**src/rtl/instr_sequencer.sv**
```systemverilog
// instr_sequencer: multi-cycle control FSM for the 8x16 register file / ALU datapath.
// Latches an instruction on s (only while idle in WAIT) and steps the datapath
// strobes one state per cycle; all outputs are Moore decodes of state and IR.
// Ports:
//   clk, reset     rising-edge clock, synchronous active-high reset
//   s, in          start strobe and instruction word
//   w, illegal     idle/ready flag, 1-cycle undecodable-opcode pulse
//   readnum        register read select
//   writenum       register write select
//   write          register write enable
//   loada..loads   A/B/C/status register load enables
//   asel, bsel     ALU operand muxes
//   vsel           write-back source (1 = datapath_in, 0 = C)
//   shift, aluop   shifter and ALU op
//   sximm8         sign-extended IR[7:0]
module instr_sequencer #(
   parameter int WIDTH = 16,
   parameter int RSEL  = 3
) (
   input  logic             clk,
   input  logic             reset,
   input  logic             s,
   input  logic [WIDTH-1:0] in,
   output logic             w,
   output logic             illegal,
   output logic [RSEL-1:0]  readnum,
   output logic [RSEL-1:0]  writenum,
   output logic             write,
   output logic             loada,
   output logic             loadb,
   output logic             loadc,
   output logic             loads,
   output logic             asel,
   output logic             bsel,
   output logic             vsel,
   output logic [1:0]       shift,
   output logic [1:0]       aluop,
   output logic [WIDTH-1:0] sximm8
);

   typedef enum logic [2:0] {
      S_WAIT,
      S_DECODE,
      S_WIMM,
      S_GETA,
      S_GETB,
      S_ALU,
      S_WREG
   } state_t;

   state_t           state_q, state_d;
   logic [WIDTH-1:0] ir_q, ir_d;

   logic [2:0]      opcode;
   logic [1:0]      op;
   logic [RSEL-1:0] rn, rd, rm;
   logic            is_movi, is_movr, is_alu, is_cmp, is_mvn;
   logic            unary;

   assign opcode = ir_q[15:13];
   assign op     = ir_q[12:11];
   assign rn     = ir_q[8 +: RSEL];
   assign rd     = ir_q[5 +: RSEL];
   assign rm     = ir_q[0 +: RSEL];

   assign is_movi = (opcode == 3'b110) && (op == 2'b10);
   assign is_movr = (opcode == 3'b110) && (op == 2'b00);
   assign is_alu  = (opcode == 3'b101);
   assign is_cmp  = is_alu && (op == 2'b01);
   assign is_mvn  = is_alu && (op == 2'b11);
   // single-operand forms skip GETA and zero the ALU A input
   assign unary   = is_movr || is_mvn;

   assign shift  = ir_q[4:3];
   assign aluop  = (opcode == 3'b110) ? 2'b00 : op;
   assign sximm8 = {{(WIDTH-8){ir_q[7]}}, ir_q[7:0]};

   // IR only captures in WAIT, so it is stable for the whole instruction
   assign ir_d = (state_q == S_WAIT && s) ? in : ir_q;

   always_ff @(posedge clk) begin
      if (reset) begin
         state_q <= S_WAIT;
         ir_q    <= '0;
      end else begin
         state_q <= state_d;
         ir_q    <= ir_d;
      end
   end

   always_comb begin
      state_d = state_q;
      unique case (state_q)
         S_WAIT:   state_d = s ? S_DECODE : S_WAIT;
         S_DECODE: begin
            if (is_movi)      state_d = S_WIMM;
            else if (unary)   state_d = S_GETB;
            else if (is_alu)  state_d = S_GETA;
            else              state_d = S_WAIT;
         end
         S_WIMM:   state_d = S_WAIT;
         S_GETA:   state_d = S_GETB;
         S_GETB:   state_d = S_ALU;
         S_ALU:    state_d = is_cmp ? S_WAIT : S_WREG;
         S_WREG:   state_d = S_WAIT;
         default:  state_d = S_WAIT;
      endcase
   end

   always_comb begin
      w        = 1'b0;
      illegal  = 1'b0;
      readnum  = '0;
      writenum = '0;
      write    = 1'b0;
      loada    = 1'b0;
      loadb    = 1'b0;
      loadc    = 1'b0;
      loads    = 1'b0;
      asel     = 1'b0;
      bsel     = 1'b0;
      vsel     = 1'b0;
      unique case (state_q)
         S_WAIT:   w = 1'b1;
         S_DECODE: illegal = !(is_movi || is_movr || is_alu);
         S_WIMM: begin
            writenum = rn;
            vsel     = 1'b1;
            write    = 1'b1;
         end
         S_GETA: begin
            readnum = rn;
            loada   = 1'b1;
         end
         S_GETB: begin
            readnum = rm;
            loadb   = 1'b1;
         end
         S_ALU: begin
            asel  = unary;
            loads = is_cmp;
            loadc = !is_cmp;
         end
         S_WREG: begin
            writenum = rd;
            write    = 1'b1;
         end
         default: ;
      endcase
   end

endmodule
```
**config.mk**
```make
export PLATFORM = sky130hd
export DESIGN_NAME = instr_sequencer
export DESIGN_NICKNAME = d
export VERILOG_FILES = /design/src/rtl/instr_sequencer.sv
export SDC_FILE = /design/constraint.sdc
export NUM_CORES = 1
export LEC_CHECK = 0
export ABC_AREA = 1
export CAP_MARGIN = 25
export CELL_PAD_IN_SITES_DETAIL_PLACEMENT = 1
export CELL_PAD_IN_SITES_GLOBAL_PLACEMENT = 1
export CORE_MARGIN = 2
export CORE_UTILIZATION = 25
export DETAILED_ROUTE_END_ITERATION = 8
export GPL_TIMING_DRIVEN = 0
export PLACE_DENSITY_LB_ADDON = 0.3
export SLEW_MARGIN = 20
export SYNTH_ARGS = -nofsm -noshare
export SYNTH_HDL_FRONTEND = slang
export SYNTH_SLANG_ARGS = --single-unit
```
**constraint.sdc**
```tcl
create_clock -name clk -period 1 [get_ports clk]
set_input_delay 0.15 -clock clk [delete_from_list [all_inputs] [get_ports clk]]
set_output_delay 0.15 -clock clk [all_outputs]
set_load 0.02 [all_outputs]
```
==> results.cfg <==
[floorplan]
coreArea_um2 = 4350
dieArea_um2 = 5080
rows = 24
start_util = 0.260
die_h_um = 71.3
top_level_ports = 55
die_w_um = 71.3

[cells_and_area]
post-route-util = 0.601
final-seq-area_um2 = 420
multi_input_comb_area_um2 = 857
fillers = 464
syn2layout_area_growth_pct = 131
drive_above_1_share = 0.776
finalNetCount = 257
final_common_cell = buf_6
antenna_cells = 0
mostFrequentLayoutCells = 58 x buf_6, 25 x buf_4, 17 x clkdlybuf4s50_1, 16 x nor2_4, 13 x inv_1

[worst_setup_path]
start_kind = register
cp.required_ns = 0.85
rrSetupSlack_ns = -0.38
worstReg2RegEnd = ir_q[8]$_SDFFE_PP0P_
rr_startpoint = state_q[0]$_SDFF_PP0_
cp_max_fo = 5
critPathKind = reg2out
endpoint_kind = output pin
arrival_ns = 1.28
rr_worst_depth = 5

[timing]
timing.final.ws_setup_ns = -0.426
slew_viol_final = 0
rsz0062_at_grt = true
post-route-period-util = 1.43
fin_crit_ns = 1.43
hold_viol = 0
fmax_mhz = 701
finalSetupViolCount = 45
skew_ns = 0.00283
setup_tns_ns = -13.69

[global_routing]
grt-ovfl-total = 0
grt_max_degree = 11
antenna_found_initial = 0
first_global_vias = 1410
grt_use_total = 0.182
grt_pass1_wl_mm = 7.22

[synth]
yosysUniqueCellTypes = 21
ys_seq_area_frac = 0.336
synth_nets = 167
yosys_warnings = 0
syn_area_um2 = 1130
syn_inst = 148
ys_seq_elements = 19
avgSynthCellArea_um2 = 7.64

[cts]
cts_hold_buf = 0
clkSinkCount = 19
cts_inserted_buffers = 3
cts_tree = done
htreeDepth = 1
clk_pin_slew_worst_paths_ns = 0.08
clk_latency_ns = 0.26
clockRootBuffer = clkbuf_8
clk_path_buf_depth = 2

[hold_path]
min_to = ir_q[11]$_SDFFE_PP0P_
min_from = reset
min_path_cells = 2
hp-class = in2reg

[status]
violations = negative setup slack
status = complete, but fails checks

[detailed_routing]
routed_via_density = 4.61
avgRoutedWirePerCell_um = 17.2
drt_first_pass_iters = 4
vias = 1331
ant_nets = 0
drtIter0Drc = 21
drc = 0
totalWireLength_mm = 4.96

[place]
port_buffers = 52
routabilityCongestion = 0.831
dp_hpwl_mm = 2.76

[flow_run]
cap_violations = 0

[power]
power_density_nw_per_um2 = 915
p_leak_uw = 0.00116
peakVddDrop_mv = 0.585
-- through the flow --
| step | instance area, um^2 | hold slack [ns] | instances | power (uW) | setup WS (ns) |
|---|---|---|---|---|---|
| after floorplan | 1310 | 0.303 | 148 | 1270 | -0.137 |
| after global placement | 1890 | 0.473 | 252 | 1510 | -0.704 |
| after detailed placement | 1890 | 0.483 | 252 | 1530 | -0.733 |
| after CTS | 2460 | 0.266 | 284 | 2260 | -0.426 |
| after global routing | 2620 | 0.283 | 289 | 2490 | -0.493 |
| final | 2620 | 0.275 | 289 | 2390 | -0.426 |
-- Yosys cell counts --
cell type / number / area share
nand3_4: 1 / 0.015
nor2_4: 1 / 0.010
nor3_1: 1 / 0.0044
conb_1: 1 / 0.0033
nand2_1: 22 / 0.073
a21oi_1: 8 / 0.035
buf_4: 19 / 0.13
nand3_1: 6 / 0.027
o21ai_0: 1 / 0.0044
buf_6: 1 / 0.010
inv_1: 20 / 0.066
buf_2: 2 / 0.0088
dfxtp_1: 19 / 0.34
o22ai_1: 6 / 0.033
a211oi_2: 12 / 0.13
nand4_1: 1 / 0.0055
nor2_1: 23 / 0.076
o21a_1: 1 / 0.0066
nor3_2: 1 / 0.0088
buf_8: 1 / 0.013
inv_2: 1 / 0.0033
-- cell families (layout without fill, tap and decap cells) --
logic type | after synthesis | in the layout | share of synthesized area
AO/OA/AOI/OAI | 28 | 28 | 0.212
AND/OR/NAND/NOR | 56 | 56 | 0.220
buffers and inverters | 44 | 133 | 0.228
flip-flops | 19 | 19 | 0.336
other | 1 | 1 | 0.00332
-- what timing repair did --
action | 4_1_cts | 5_1_grt
resized for setup | 278 | 42
pin swaps | 16 | 11
buffers inserted | 29 | 8
gates cloned | 2 | 0
endpoints found under the setup margin | 53 | 52
-- report_power, final --
group	switching (uW)	leakage, uW	total [uW]	internal, uW
combinational	449	0.000972	962	513
clock	281	0.0000228	565	284
sequential	58.3	0.000165	866	807
total	789	0.00116	2390	1600
-- worst max-delay path, cell delays in order, from the launching register on --
cell	delay, ns
dfxtp_4	0.41
inv_4	0.05
nor2_4	0.16
nand2_4	0.11
o22ai_4	0.16
buf_6	0.14
-- worst max-delay path by stage --
stage               slack (ns)     endpoint                   from
floorplan                -0.14  writenum[0]  state_q[1]$_SDFF_PP0_
global placement         -0.70   readnum[0]  state_q[0]$_SDFF_PP0_
detailed placement       -0.73   readnum[0]  state_q[0]$_SDFF_PP0_
CTS                      -0.43  writenum[2]  state_q[1]$_SDFF_PP0_
global route             -0.49  writenum[0]  state_q[1]$_SDFF_PP0_
finish                   -0.43  writenum[2]  state_q[1]$_SDFF_PP0_
-- registers in the layout, summed over array words and instances (netlist names) --
signal	cells
ir_q	16
state_q	3
-- layout make-up --
type | instances | share of cell area
inverters | 21 | 0.0330
plain buffers | 18 | 0.0708
well taps | 52 | 0.0249
flip-flops and latches | 19 | 0.161
multi-input cells | 85 | 0.328
clock buffers | 4 | 0.0172
repair buffers | 90 | 0.366
-- per-layer routing --
| metal | global-route usage | vias to the layer above | part of all wire |
|---|---|---|---|
| met1 | 0.206 | 643 | 0.39 |
| met4 | 0.0252 | 0 | 0.014 |
| li1 | - | 638 | - |
| met5 | 0 | - | 0 |
| met3 | 0.0225 | 6 | 0.038 |
| met2 | 0.367 | 44 | 0.55 |
Note: power is estimated with default switching activity, not from simulation.
